==> src/rtl/vend_txn_controller.sv <==
// Per-transaction purchase sequencer: fetch price/supply, collect coins, then commit the sale or refund.
// Each state's actions are registered at the edge that leaves it, so its pulses appear in the following cycle.
module vend_txn_controller #(
    parameter int N_SLOTS     = 8,
    parameter int SLOT_W      = 3,
    parameter int TIMEOUT_CYC = 1000
) (
    input  logic              clk,
    input  logic              rst_n,
    input  logic [1:0]        mode,
    input  logic              sel_valid,
    input  logic [SLOT_W-1:0] sel_slot,
    input  logic [3:0]        sel_amount,
    input  logic              coin_valid,
    input  logic [6:0]        coin_val,
    input  logic              cancel,
    output logic              arr_rd_en,
    output logic [SLOT_W-1:0] arr_addr,
    input  logic [3:0]        arr_price,
    input  logic [3:0]        arr_supply,
    output logic              arr_wr_en,
    output logic [3:0]        arr_supply_wr,
    input  logic [8:0]        acc_in,
    output logic              acc_wr_en,
    output logic [8:0]        acc_out,
    output logic              dispense,
    output logic [3:0]        dispense_cnt,
    output logic              change_valid,
    output logic [6:0]        change_val,
    output logic              coin_reject,
    output logic              red_light,
    output logic              busy
);
    localparam int TW = $clog2(TIMEOUT_CYC + 1);
    localparam logic [TW-1:0] TMO_LAST = TW'(TIMEOUT_CYC - 1);

    typedef enum logic [2:0] {
        S_IDLE, S_FETCH, S_COLLECT, S_VEND, S_CHANGE, S_REFUND, S_ERROR
    } state_t;

    state_t        state;
    logic [3:0]    amount;
    logic [3:0]    supply;
    logic [7:0]    cost;
    logic [6:0]    credit;
    logic [TW-1:0] tmo;

    logic          cust;
    logic [7:0]    fetch_cost;
    logic          slot_bad;
    logic [7:0]    coin_sum;
    logic          coin_ok;
    logic [6:0]    credit_next;
    logic [9:0]    acc_sum;

    assign cust        = (mode == 2'b01);
    assign fetch_cost  = 8'(arr_price) * 8'(amount);
    assign slot_bad    = (int'(arr_addr) >= N_SLOTS);
    assign coin_sum    = {1'b0, credit} + {1'b0, coin_val};
    assign coin_ok     = coin_valid && !coin_sum[7];
    assign credit_next = coin_ok ? coin_sum[6:0] : credit;
    assign acc_sum     = {1'b0, acc_in} + {2'b00, cost};

    always_ff @(posedge clk or negedge rst_n) begin
        if (!rst_n) begin
            state         <= S_IDLE;
            amount        <= '0;
            supply        <= '0;
            cost          <= '0;
            credit        <= '0;
            tmo           <= '0;
            arr_rd_en     <= 1'b0;
            arr_addr      <= '0;
            arr_wr_en     <= 1'b0;
            arr_supply_wr <= '0;
            acc_wr_en     <= 1'b0;
            acc_out       <= '0;
            dispense      <= 1'b0;
            dispense_cnt  <= '0;
            change_valid  <= 1'b0;
            change_val    <= '0;
            coin_reject   <= 1'b0;
            red_light     <= 1'b0;
            busy          <= 1'b0;
        end else begin
            arr_rd_en     <= 1'b0;
            arr_wr_en     <= 1'b0;
            arr_supply_wr <= '0;
            acc_wr_en     <= 1'b0;
            acc_out       <= '0;
            dispense      <= 1'b0;
            dispense_cnt  <= '0;
            change_valid  <= 1'b0;
            change_val    <= '0;
            // Coins outside COLLECT are always handed back; COLLECT overrides below.
            coin_reject   <= coin_valid;
            case (state)
                S_IDLE: begin
                    if (sel_valid && cust) begin
                        arr_addr  <= sel_slot;
                        amount    <= sel_amount;
                        arr_rd_en <= 1'b1;
                        red_light <= 1'b0;
                        busy      <= 1'b1;
                        state     <= S_FETCH;
                    end
                end
                S_FETCH: begin
                    cost   <= fetch_cost;
                    supply <= arr_supply;
                    tmo    <= '0;
                    if (amount == 4'd0 || amount > arr_supply || fetch_cost[7] || slot_bad) begin
                        state <= S_ERROR;
                    end else if (!cust) begin
                        busy  <= 1'b0;
                        state <= S_IDLE;
                    end else begin
                        state <= S_COLLECT;
                    end
                end
                S_COLLECT: begin
                    credit      <= credit_next;
                    coin_reject <= coin_valid && !coin_ok;
                    tmo         <= coin_valid ? '0 : tmo + 1'b1;
                    // A coin arriving with cancel is credited first, so it is returned in the refund.
                    if (cancel || !cust)
                        state <= S_REFUND;
                    else if ({1'b0, credit_next} >= cost)
                        state <= S_VEND;
                    else if (!coin_valid && tmo == TMO_LAST)
                        state <= S_REFUND;
                end
                S_VEND: begin
                    if (acc_sum[9]) begin
                        state <= S_ERROR;
                    end else begin
                        arr_wr_en     <= 1'b1;
                        arr_supply_wr <= supply - amount;
                        acc_wr_en     <= 1'b1;
                        acc_out       <= acc_sum[8:0];
                        dispense      <= 1'b1;
                        dispense_cnt  <= amount;
                        state         <= S_CHANGE;
                    end
                end
                S_CHANGE: begin
                    change_valid <= 1'b1;
                    change_val   <= credit - cost[6:0];
                    credit       <= '0;
                    busy         <= 1'b0;
                    state        <= S_IDLE;
                end
                S_REFUND, S_ERROR: begin
                    change_valid <= 1'b1;
                    change_val   <= credit;
                    credit       <= '0;
                    busy         <= 1'b0;
                    if (state == S_ERROR)
                        red_light <= 1'b1;
                    state <= S_IDLE;
                end
                default: begin
                    busy  <= 1'b0;
                    state <= S_IDLE;
                end
            endcase
        end
    end
endmodule
==> config.mk <==
export PLATFORM = sky130hd
export DESIGN_NAME = vend_txn_controller
export DESIGN_NICKNAME = d
export VERILOG_FILES = /design/src/rtl/vend_txn_controller.sv
export SDC_FILE = /design/constraint.sdc
export NUM_CORES = 1
export LEC_CHECK = 0
export ABC_CLOCK_PERIOD_IN_PS = 3400
export BUFFER_PORTS_ARGS = -buffer_cell sky130_fd_sc_hd__buf_2
export CORE_UTILIZATION = 30
export DETAILED_ROUTE_END_ITERATION = 6
export PLACE_DENSITY = 0.5
export SETUP_SLACK_MARGIN = 0.05
export SYNTH_ARGS = -nofsm -noshare
export SYNTH_HDL_FRONTEND = slang
export SYNTH_SLANG_ARGS = --single-unit
==> constraint.sdc <==
create_clock -name clk -period 3.4 [get_ports clk]
set_input_delay 0.17 -clock clk [delete_from_list [all_inputs] [get_ports clk]]
set_output_delay 0.17 -clock clk [all_outputs]
set_load 0.05 [all_outputs]
==> flow_summary.toml <==
[cells_and_area]
drive_above_1_share_pct = 22.5
area_delta_synth_final_pct = 23.2
mostFrequentLayoutCell = "buf_2"
final_cell_mix = "buf_2, dfrtp_1, nand2_1, ha_1, o21ai_0"
diodes = 0
finalNonFillerCells = 762
fillers = 1503
fin_nets = 667

[clock_network]
cts-buffers-inserted = 9
clk_latency_ns = 0.33
cts_htree_levels = 3
cts_tree = "yes"
cts.sinks = 69
clk_pin_slew_ns = 0.06
cts-root-buf = "clkbuf_16"
cts_max_path_buffers = 2

[yosys]
synth.distinct_cells = 57
syn_avg_cell_area_um2 = 9.31
synth_warnings = 0
synthesis.area_um2 = 4530
async_flop_share_pct = 100
synth.area.top_cells = "dfrtp_1, ha_1, nand2_1"
synth_top_area_share_pct = 38.1
syn-instance-count = 486
ys.flop_type = "dfrtp_1"
synth_edf_count = 0
yosys_register_bits = 69
syn-num-nets = 580
yosysSeqAreaShare_pct = 38.1
synth_largest_area_cell = "dfrtp_1"

[timing]
min_period_ns = 3.22
setup_viol = 0
hold_violations = 0
slew_headroom_pct = 58.3
fmax_mhz = 310
drv_slew = 0
rsz0062_at_grt = "yes"
fin_crit_sh_pct = 94.8
tightestPinTransition_ns = 0.626
finClkSkew_ns = 0.00724

[critical_path]
critPathSlowestCell = "fa_1"
crit_path_end_kind = "flip-flop"
crit_required_ns = 3.61
cp_max_fo = 8
cp_cell_sequence = "buf_6 > nand2_1 > fa_1 > inv_1 > ha_1 > ha_4 > o21ai_1 > o211a_1 > a2111oi_4 > o211a_1 > o22ai_1 > or3_1"
arrival_ns = 3.43
cpLargestDelayFamily = "adder cells"
critical_path_class = "reg -> reg"
worstSetupStartpointType = "flip-flop"
cp_num_buf_inv = 2
crit_top_cell = "o211a_1"
cp_slowest_stage_delay_ns = 0.54

[place]
numPortBuffers = 72
gp_congestion = 0.804
dp_hpwl_mm = 9.08
placedCellCount = 742

[floorplanning]
start_util_pct = 30.9
die_h_um = 125
ioPinCount = 73
core_area_um2 = 14600
die_w_um = 125
row_count = 44
die_area_um2 = 15600

[power_and_ir_drop]
p_int_mw = 2.80
netSwitchingFraction_pct = 43.8
power.switching_mw = 2.19
p_leak_nw = 2.85
pwr-share-seq_pct = 24.0
p_clk_share_pct = 20.1
power-per-cell-area_nw_per_um2 = 895
pwr-share-comb_pct = 55.9
total_power_mw = 4.99
ir_drop_uv = 326

[routing]
num_vias = 3737
dr.pass1.iters = 7
wl_per_cell_um = 15.1
ant_nets = 0
wl_mm = 11.5
routed_via_density = 4.90
drc = 6
drtIter0Drc = 257

[min_path]
hp-class = "in -> reg"

[global_route]
grt_pass1_wl_mm = 19.4
grt_max_degree = 37
grt.total_usage_pct = 15.7
antenna_found_initial = 0
grt_pass1_vias = 3779
grt_overflow = 0

[run_status]
run_status = "finished with violations"
failed_checks = "DRC"

[run]
maxCapViolCount = 0
## Yosys cell counts, drive strengths merged, types with 3 or more instances
master / number
dfrtp: 69
nand2: 66
ha: 48
o21ai: 46
nor2: 36
inv: 32
a21oi: 20
xor2: 16
and2: 13
a21o: 10
a211oi: 8
and3: 8
buf: 8
fa: 8
clkbuf: 7
nor2b: 7
xnor2: 7
a22o: 6
nand3: 6
nor3: 5
mux2: 4
o211ai: 4
o21a: 4
a2111oi: 3
a31oi: 3
mux2i: 3
nand2b: 3
o211a: 3
o21bai: 3
or2: 3
## metal layers
layer	wire length (um)	GRT usage [%]	vias to the layer above
met4	147	4.23	0
li1	-	-	1869
met1	5620	21.3	1791
met2	5340	25.4	68
met5	0	0	-
met3	401	3.14	9
## flip-flops by register name, indices dropped and copies added, names as in the netlist, 4 cells and up
signal / flops
arr_supply_wr: 4
acc_out: 9
change_val: 7
amount: 4
dispense_cnt: 4
credit: 7
tmo: 10
cost: 8
supply: 4
## power by group through the flow
stage / combinational, mW / clock, mW / sequential (mW)
6_report: 2.79 / 1.00 / 1.20
5_1_grt: 3.14 / 1.07 / 1.23
4_1_cts: 2.66 / 1.02 / 1.19
3_5_place_dp: 2.62 / 0 / 1.21
3_3_place_gp: 2.57 / 0 / 1.20
2_1_floorplan: 1.72 / 0 / 1.41
## worst register-to-register path: stages, from the launching register on
cell,delay (ns)
dfrtp_1,0.36
buf_6,0.14
nand2_1,0.08
fa_1,0.54
inv_1,0.04
ha_1,0.33
ha_4,0.30
o21ai_1,0.08
o211a_1,0.25
a2111oi_4,0.34
o211a_1,0.23
o22ai_1,0.09
or3_1,0.31
## stage by stage
stage / setup TNS [ns] / setup slack [ns] / cell area (um^2) / util (%) / hold slack, ns
finish: 0 / 0.177 / 5580 / 38.1 / 0.0323
global route: -0.0280 / -0.0280 / 5580 / 38.1 / 0.0431
CTS: 0 / 0.0518 / 5490 / 37.5 / 0.0292
detailed placement: 0 / 0.0368 / 5160 / 35.2 / 0.0671
global placement: 0 / 0.101 / 5160 / 35.2 / 0.0674
floorplan: 0 / 0.111 / 4530 / - / -0.126
## repair_timing
action | 4_1_cts | 5_1_grt
setup buffers | 1 | 2
hold buffers | 1 | 0
setup endpoints to repair | 1 | 3
hold endpoints to repair | 11 | 0
gates resized for setup | 1 | 13
pin swaps | 1 | 8
## area by class of cell
class | count | area (um^2) | area share (%)
multi-input combinational | 370 | 2670 | 47.9
sequential | 69 | 1730 | 31.0
timing repair buffer | 91 | 509 | 9.13
tap | 184 | 230 | 4.13
clock buffer | 10 | 229 | 4.11
inverter | 32 | 120 | 2.15
clock inverter | 6 | 87.6 | 1.57
## logic make-up (layout without fill, tap and decap cells)
group	count (synthesis)	in the layout	share of synthesized area, %
multiplexers	7	7	1.66
flip-flops	69	69	38.1
AO/OA/AOI/OAI	124	124	18.0
adder cells (fa/ha/maj)	56	56	16.8
AND/OR/NAND/NOR	160	160	16.7
buffers and inverters	47	139	4.31
XOR/XNOR	23	23	4.45
## final timing paths
kind                                         start                 endpoint  slack, ns  cells past startpoint
setup / recovery             amount[3]$_DFFE_PN0P_     state[1]$_DFFE_PN0P_       0.18                     12
hold / removal                         sel_slot[0]  arr_addr[0]$_DFFE_PN0P_       0.03                      3
setup reg to reg             amount[3]$_DFFE_PN0P_     state[1]$_DFFE_PN0P_       0.18                     12
hold reg to reg            arr_addr[1]$_DFFE_PN0P_  arr_addr[1]$_DFFE_PN0P_       0.47                      2
max in group asynchronous                    rst_n    red_light$_DFFE_PN0P_       2.39                      3
min in group asynchronous                    rst_n    supply[1]$_DFFE_PN0N_       0.24                      2
No activity file was read; power rests on OpenSTA's default activity.
